==> config.mk <==
export PLATFORM = sky130hd
export DESIGN_NAME = debounce_edge
export DESIGN_NICKNAME = d
export VERILOG_FILES = /design/src/rtl/debounce_edge.sv
export SDC_FILE = /design/constraint.sdc
export NUM_CORES = 1
export LEC_CHECK = 0
export CORE_AREA = 2 2 39 41
export CTS_CLUSTER_DIAMETER = 120
export CTS_CLUSTER_SIZE = 24
export DETAILED_ROUTE_END_ITERATION = 16
export DIE_AREA = 0 0 41 43
export PLACE_DENSITY = 0.51
export SETUP_SLACK_MARGIN = 0.3
export SYNTH_ARGS = -nofsm -noshare
export SYNTH_HDL_FRONTEND = slang
export SYNTH_SLANG_ARGS = --single-unit
==> constraint.sdc <==
create_clock -name clk -period 1.1 [get_ports clk]
set_input_delay 0.22 -clock clk [delete_from_list [all_inputs] [get_ports clk]]
set_output_delay 0.22 -clock clk [all_outputs]
set_load 0.01 [all_outputs]
==> src/rtl/debounce_edge.sv <==
// debounce_edge: glitch filter with registered rise/fall strobes.
// The input level is accepted only after STABLE_CYCLES consecutive samples
// that differ from the current debounced level. Partial runs are discarded.
// Optional macro DEBOUNCE_SYNC_EN inserts a 2-flop synchronizer on d, which
// adds 2 clocks to every latency. Without it, d must already be in the clk
// domain.
module debounce_edge #(
  parameter int unsigned STABLE_CYCLES = 4,
  parameter logic        RST_LEVEL     = 1'b0
) (
  input  logic clk,
  input  logic rst,
  input  logic d,
  output logic db,
  output logic rise,
  output logic fall,
  output logic busy
);

  localparam int unsigned CW = $clog2(STABLE_CYCLES + 1);
  localparam logic [CW-1:0] LAST = CW'(STABLE_CYCLES - 1);

  typedef enum logic [1:0] {
    STABLE_LO = 2'd0,
    PEND_HI   = 2'd1,
    STABLE_HI = 2'd2,
    PEND_LO   = 2'd3
  } state_t;

  localparam state_t RST_STATE = RST_LEVEL ? STABLE_HI : STABLE_LO;

  state_t        state;
  logic [CW-1:0] cnt;
  logic          s;

`ifdef DEBOUNCE_SYNC_EN
  logic sync_1, sync_2;

  // Two-flop synchronizer bringing d into the clk domain.
  always_ff @(posedge clk) begin
    // NOTE: sequential state uses non-blocking assignments so every flop
    // samples pre-edge values regardless of statement order.
    if (rst) begin
      sync_1 <= RST_LEVEL;
      sync_2 <= RST_LEVEL;
    end else begin
      sync_1 <= d;
      sync_2 <= sync_1;
    end
  end

  assign s = sync_2;
`else
  assign s = d;
`endif

  // Qualification FSM with run-length counter; all outputs registered.
  always_ff @(posedge clk) begin
    if (rst) begin
      state <= RST_STATE;
      cnt   <= '0;
      db    <= RST_LEVEL;
      rise  <= 1'b0;
      fall  <= 1'b0;
      busy  <= 1'b0;
    end else begin
      // Strobes default low so each one lasts exactly one cycle.
      rise <= 1'b0;
      fall <= 1'b0;
      case (state)
        STABLE_LO: begin
          if (s) begin
            if (LAST == '0) begin
              state <= STABLE_HI;
              db    <= 1'b1;
              rise  <= 1'b1;
              cnt   <= '0;
            end else begin
              state <= PEND_HI;
              busy  <= 1'b1;
              cnt   <= CW'(1);
            end
          end else begin
            cnt <= '0;
          end
        end
        PEND_HI: begin
          if (!s) begin
            // Glitch reject: run ended early, level unchanged.
            state <= STABLE_LO;
            busy  <= 1'b0;
            cnt   <= '0;
          end else if (cnt == LAST) begin
            state <= STABLE_HI;
            busy  <= 1'b0;
            db    <= 1'b1;
            rise  <= 1'b1;
            cnt   <= '0;
          end else begin
            cnt <= cnt + CW'(1);
          end
        end
        STABLE_HI: begin
          if (!s) begin
            if (LAST == '0) begin
              state <= STABLE_LO;
              db    <= 1'b0;
              fall  <= 1'b1;
              cnt   <= '0;
            end else begin
              state <= PEND_LO;
              busy  <= 1'b1;
              cnt   <= CW'(1);
            end
          end else begin
            cnt <= '0;
          end
        end
        PEND_LO: begin
          if (s) begin
            state <= STABLE_HI;
            busy  <= 1'b0;
            cnt   <= '0;
          end else if (cnt == LAST) begin
            state <= STABLE_LO;
            busy  <= 1'b0;
            db    <= 1'b0;
            fall  <= 1'b1;
            cnt   <= '0;
          end else begin
            cnt <= cnt + CW'(1);
          end
        end
        default: begin
          state <= RST_STATE;
          busy  <= 1'b0;
          cnt   <= '0;
        end
      endcase
    end
  end

endmodule
* Word-level counts from Yosys, hierarchy flattened
Cells that the tools add are included.
Cells by class: add/subtract/negate cells 1, equality and inequality tests 12, muxes and demuxes 25, bitwise logic cells 3, reductions and logical operators 7
Operators by type and width (count):
- $mux W1 | 12
- $mux W2 | 6
- $ne A2 B2 Y1 const B | 6
- $pmux W3 S4 | 1
- $mux W3 | 3
- $pmux W2 S4 | 1
- $ne A3 B3 Y1 const B | 2
- $reduce_or A3 Y1 | 2
- $reduce_and A5 Y1 | 1
- $eq A2 B2 Y1 const B | 2
- $pmux W1 S4 | 1
- $reduce_and A4 Y1 | 1
- $add A3 B1 Y3 const B | 1
- $eq A3 B2 Y1 const B | 1
- $not A1 Y1 | 3
- $eq A2 B1 Y1 const B | 1
- $logic_not A2 Y1 | 1
- $pmux W1 S2 | 1
- $reduce_and A2 Y1 | 1
- $reduce_bool A2 Y1 | 1
Storage, ports and cells: register bits after elaboration 9, output and inout bits 4

* Depth between registers and ports, before layout
Gate-level depths: netlist of run 1.
depth after elaboration 4, depth in mapped cells 4

* Least setup slack after synthesis of run 1
No wires, ideal clock.
path kind register to register, from register cnt[0], to register busy, library setup time 0.115 ns, arrival time 0.959 ns, data required time 0.985 ns, path slack 0.026 ns, stages on the path, launching flop included 5, path buffers 0, period minus slack after synthesis 1.074 ns, path through dfxtp_1 > ha_1 > and3b_1 > nor3_1 > o21ba_2
Between the ends: word-level cells in the longest chain between the ends 4, elaborated cells on any way between the ends 5, classes of those cells eq/ne: 1; mux: 4
RTL lines:
- from (decl) | RTL line 33 | logic [CW-1:0] cnt;
- from (signal assigned) | RTL line 100 | cnt <= cnt + CW'(1);
- from (signal assigned) | RTL line 131 | cnt <= cnt + CW'(1);
- $eq A3 B2 Y1 * | RTL line 93, 124
- $mux W1 *
- $mux W1 (on tied branches)
- $pmux W1 S4 *
- to (signal assigned) | RTL line 91 | busy <= 1'b0;
- to (signal assigned) | RTL line 95 | busy <= 1'b0;
- to (signal assigned) | RTL line 126 | busy <= 1'b0;
- to (decl) | RTL line 17 | output logic busy
Every way passes the cells marked *; elsewhere a longest branch is shown, timed or not. A chain may end at the register's enable or synchronous reset.

* Final worst setup path of run 1
from register cnt[0], to register cnt[0]
Between the ends: word-level cells in the longest chain between the ends 4, elaborated cells on any way between the ends 6, classes of those cells add/sub: 1; eq/ne: 1; mux: 4
RTL lines:
- $add A3 B1 Y3 / $eq A3 B2 Y1 (equally long branches)
- $mux W3 * | RTL line 93, 124
- $mux W3 (on tied branches) | RTL line 120, 88
- $pmux W3 S4 * | RTL line 70 | case (state)
Marked as above.

==> results.json, run 1 <==
{
  "fin_nets": 53,
  "async_flop_share_pct": 0,
  "final_max_slew_viol_count": 0,
  "min_from": "rst",
  "ctsRootBufferMaster": "clkbuf_4",
  "dieArea_um2": 1763,
  "rows": 14,
  "fp.dieW_um": 41,
  "busiest_layer": "met2",
  "wl_per_cell_um": 12.34,
  "cp.required_ps": 1290,
  "pre_cts_ws_ps": -276.7,
  "htree_levels": 1,
  "peakVddDrop_v": 0.0006174,
  "gp_congestion": 0.7051,
  "holdBufCountCts": 0,
  "critical_path.max_stage_delay_ps": 330,
  "hp-class": "in -> reg",
  "ios": 7,
  "synthTopCellsByCount": "dfxtp_1 (9), a21oi_1 (3), inv_1 (2), nand2_1 (2), nor4b_1 (2)",
  "synth.avg_cell_area_um2": 10.60,
  "worst_setup_path_end_kind": "register",
  "syn_inst": 32,
  "final_antenna_net_count": 0,
  "ys.warnings.count": 0,
  "critPathTopFamily": "simple AND/OR/NAND/NOR gates",
  "synth_most_common_cell": "dfxtp_1",
  "max_freq_mhz": 888.5,
  "cp_slowest_cell": "dfxtp_2",
  "vias_per_cell": 4.781,
  "grtUsageMet1_pct": 12.50,
  "cts_sinks": 9,
  "use_met2_pct": 18.13,
  "area_growth_pct": 61.99,
  "coreArea_um2": 1384,
  "antenna_found_initial": 0,
  "fin_tns_setup_ps": -47.26,
  "p_leak_nw": 0.2153,
  "die_y_um": 43,
  "port_buffers": 6,
  "netlist_top_cells_area": "dfxtp_1 (53%), nor4b_1 (5.2%), a21oi_1 (4.4%), ha_1 (3.7%), o2111a_1 (3.3%)",
  "cp_max_fo": 4,
  "synth_cell_type_count": 19,
  "crit_buf_inv": 0,
  "r2r-start": "cnt[0]",
  "initial_core_util_pct": 24.50,
  "n_antenna_cell": 0,
  "ctsLongestPathBuffers": 2,
  "gr-usage-all-layers_pct": 11.83,
  "grt_pass1_wl_um": 1359,
  "grt_max_degree": 9,
  "start_kind": "register",
  "tightest_slew_ps": 344.9,
  "drt_iter0_drc": 2,
  "cts.clk_slew.worst_paths_ps": 60,
  "yosysSeqAreaShare_pct": 53.14,
  "drive_above_1_share_pct": 62.50,
  "status": "finished with violations",
  "clkLatencyLatePin_ps": 260,
  "synth_area_um2": 339.1,
  "period_minus_slack_ps": 1126,
  "path_cells": "ha_4 -> and3b_2 -> nor3_4 -> a21boi_2",
  "fillers": 135,
  "cts_tree": "done",
  "drv_cap": 0,
  "p_per_area_nw_per_um2": 1226,
  "synth_fp_nets": 36,
  "worst_slack_ps": -25.54,
  "rsz0062_at_grt": "yes",
  "grt_pass1_vias": 339,
  "arrival_ps": 1320,
  "synth_top_area_share_pct": 53.14,
  "grt-ovfl-total": 0,
  "relSlewSlack_pct": 77.01,
  "hold_viol": 0,
  "routed_wl_um": 790,
  "synth_top_cell_by_area": "dfxtp_1",
  "rrSetupSlack_ps": -30,
  "via_count": 306,
  "synthFlopType": "dfxtp_1",
  "hpwl_um": 498.8,
  "first_pass_iters": 3,
  "critical_path_class": "reg -> reg",
  "synth_edf_count": 0,
  "met3_usage_pct": 4.712,
  "startpoint": "cnt[0]",
  "violations": "negative setup slack",
  "cts_buffers": 3,
  "min_period_over_period_pct": 102.3,
  "drc": 0,
  "fin_skew_ps": 4.591,
  "finalSetupViolCount": 3,
  "ys_ff_latch": 9,
  "whs_ps": 474.5
}
==> layout by cell type (no fill, tap or decap), drive strengths merged, types with 2 or more instances in the layout <==
cell	n
nor3	2
nand2	2
inv	2
nor4b	2
dlygate4sd2	2
buf	10
a21oi	3
clkbuf	4
dfxtp	9
==> stage by stage <==
step | utilization (%) | total power [mW] | instances | instance area, µm²
6_report | 39.69 | 0.6736 | 64 | 549.3
5_1_grt | 39.69 | 0.7058 | 64 | 549.3
4_1_cts | 37.34 | 0.6727 | 62 | 516.7
3_5_place_dp | 33.18 | 0.4042 | 56 | 459.2
3_3_place_gp | 33.18 | 0.4018 | 56 | 459.2
2_1_floorplan | - | 0.3741 | 32 | 364.1
==> cells by family (layout without fill, tap and decap cells) <==
logic type      count (synthesis)  count (layout)  synth area share (%)
xor+xnor                        1               1                 2.583
flops                           9               9                 53.14
compound gates                  8               8                 16.24
fa+ha+maj                       1               1                 3.689
simple gates                   11              11                 22.14
buf+inv                         2              18                 2.215
==> layer usage <==
layer	vias up	part of all wire [%]
met5	-	0
met3	0	3.7
met4	0	0
met1	151	39
li1	149	-
met2	6	57
==> power by group <==
group	internal [mW]	switching, mW	leakage, nW
Clock	0.140	0.116	0.0150
Sequential	0.337	0.00895	0.0757
Combinational	0.0406	0.0308	0.125
==> worst register-to-register path, cell delays in order (launching register included) <==
cell,delay (ps)
dfxtp_2,330
ha_4,160
and3b_2,240
nor3_4,140
a21boi_2,180
==> timing repair <==
action                                  in CTS  in global routing
endpoints found under the setup margin      13                 13
hold endpoints to repair                     0                  0
buffers inserted                             2                  2
gates resized for setup                     26                  6
pin swaps                                    8                  4
==> final cells by class <==
class,count,area (µm²),area share (%)
well taps,16,20.02,3.645
clock buffers,4,26.28,4.784
flip-flops and latches,9,187.7,34.17
multi-input cells,21,209.0,38.04
inverters,2,7.507,1.367
repair buffers,12,98.84,18.00
==> worst paths after layout <==
check | cells past startpoint | to
max | 4 | cnt[0]
min | 2 | register
max reg2reg | 4 | cnt[0]
min reg2reg | 1 | cnt[0]
(Power assumes the default switching activity.)
==> inputs of run 2 (changes only) <==
clock period = 0.95 ns   (was 1.1 ns; I/O delays follow)
==> results.json, run 2 (synthesized netlist as in run 1, its figures left out) <==
{
  "fp.dieW_um": 41,
  "worst_slack_ps": -153.7,
  "hp-class": "in -> reg",
  "reg2reg_depth": 4,
  "cp.required_ps": 1080,
  "grt_pass1_vias": 284,
  "multi_input_area_um2": 211.5,
  "grt_max_degree": 9,
  "crit_path_end": "db",
  "final_antenna_net_count": 0,
  "hold_viol": 0,
  "holdBufCountCts": 0,
  "arrival_ps": 1240,
  "seqCellArea_um2": 185.2,
  "htree_levels": 1,
  "fin_skew_ps": 4.908,
  "grt-ovfl-total": 0,
  "worst_setup_path_end_kind": "register",
  "rrSetupSlack_ps": -150,
  "dieArea_um2": 1763,
  "grt_pass1_wl_um": 1304,
  "first_pass_iters": 4,
  "fin_nets": 54,
  "cts_buffers": 3,
  "p_per_area_nw_per_um2": 1383,
  "clkLatencyLatePin_ps": 260,
  "cp_max_fo": 4,
  "cts_tree": "done",
  "violations": "negative setup slack",
  "max_freq_mhz": 906.0,
  "critical_path_class": "reg -> reg",
  "port_buffers": 6,
  "drt_iter0_drc": 7,
  "total_power_mw": 0.7720,
  "ctsLongestPathBuffers": 2,
  "start_kind": "register",
  "ios": 7,
  "wl_per_cell_um": 11.31,
  "p_leak_nw": 0.2154,
  "routed_wl_um": 735,
  "period_minus_slack_ps": 1104,
  "vias_per_cell": 4.615,
  "coreArea_um2": 1384,
  "die_y_um": 43,
  "cts.clk_slew.worst_paths_ps": 60,
  "drv_cap": 0,
  "area_growth_pct": 64.58,
  "ctsRootBufferMaster": "clkbuf_4",
  "gp_congestion": 0.7018,
  "final_cell_mix": "buf_4 (6), dfxtp_1 (5), dfxtp_2 (4), a21oi_1 (3), clkbuf_4 (3)",
  "finalSetupViolCount": 9,
  "status": "finished with violations",
  "peakVddDrop_v": 0.0007997,
  "r2r-start": "cnt[0]",
  "drc": 0,
  "fillers": 135,
  "final_common_cell": "buf_4",
  "initial_core_util_pct": 24.50,
  "startpoint": "cnt[0]",
  "final_max_slew_viol_count": 0,
  "rsz0062_at_grt": "yes",
  "tightest_slew_ps": 370.3,
  "n_antenna_cell": 0,
  "relSlewSlack_pct": 75.24,
  "drive_above_1_share_pct": 57.14,
  "cts_sinks": 9,
  "rows": 14,
  "via_count": 300,
  "timing.rr.end": "db",
  "min_period_over_period_pct": 116.2,
  "gr-usage-all-layers_pct": 11.52,
  "postLayoutCoreUtil_pct": 40.33,
  "antenna_found_initial": 0
}
==> run 2: critical path, stage by stage (launching register included) <==
cell	delay (ps)
dfxtp_2	330
ha_4	150
and3b_2	240
a21oi_1	170
o22ai_1	100
==> run 2: cell type report <==
| cell class | count | area share (%) |
|---|---|---|
| clock buffer | 4 | 4.709 |
| inverter | 2 | 1.345 |
| multi-input combinational | 21 | 37.89 |
| sequential | 9 | 33.18 |
| tap | 16 | 3.587 |
| timing repair buffer | 13 | 19.28 |
==> run 2: worst min path at each step <==
| stage | startpoint | end | slack (ps) | depth (start not counted) |
|---|---|---|---|---|
| 2_1_floorplan | rst | register | 250 | 1 |
| 3_3_place_gp | cnt[0] | cnt[0] | 430 | 1 |
| 3_5_place_dp | cnt[0] | cnt[0] | 440 | 1 |
| 4_1_cts | d | state[0] | 500 | 3 |
| 5_1_grt | d | fall | 540 | 3 |
| 6_report | d | fall | 500 | 3 |
==> run 2: what timing repair did <==
| item | CTS | global route |
|---|---|---|
| buffers inserted | 2 | 1 |
| setup endpoints to repair | 13 | 13 |
| gates cloned | 0 | 0 |
| gates resized for setup | 23 | 3 |
| endpoints found under the hold margin | 0 | 0 |
| pin swaps | 5 | 1 |
==> run 2: routing by layer <==
layer  wire, µm  track usage, %
met1        306           13.77
met2        392           15.63
met3         27           5.236
met4          8           8.000
met5          0               0
==> run 2: report_power, final <==
group	total (mW)	internal (mW)	switching (mW)	leakage (nW)
clock	0.293	0.162	0.132	0.0150
sequential	0.398	0.389	0.00896	0.0749
combinational	0.0804	0.0458	0.0346	0.126
total	0.772	0.597	0.175	0.215
==> run 2: stage by stage <==
step	TNS, ps	area [µm²]	hold slack (ps)	worst slack [ps]	instances
after global routing	-1517	558.0	535.4	-221.9	65
after floorplan	-226.7	364.1	251.7	-91.95	32
final	-927.0	558.0	501.9	-153.7	65
after CTS	-891.7	534.3	495.5	-146.5	64
after detailed placement	-2885	474.2	443.7	-386.9	58
after global placement	-2761	474.2	432.2	-383.2	58
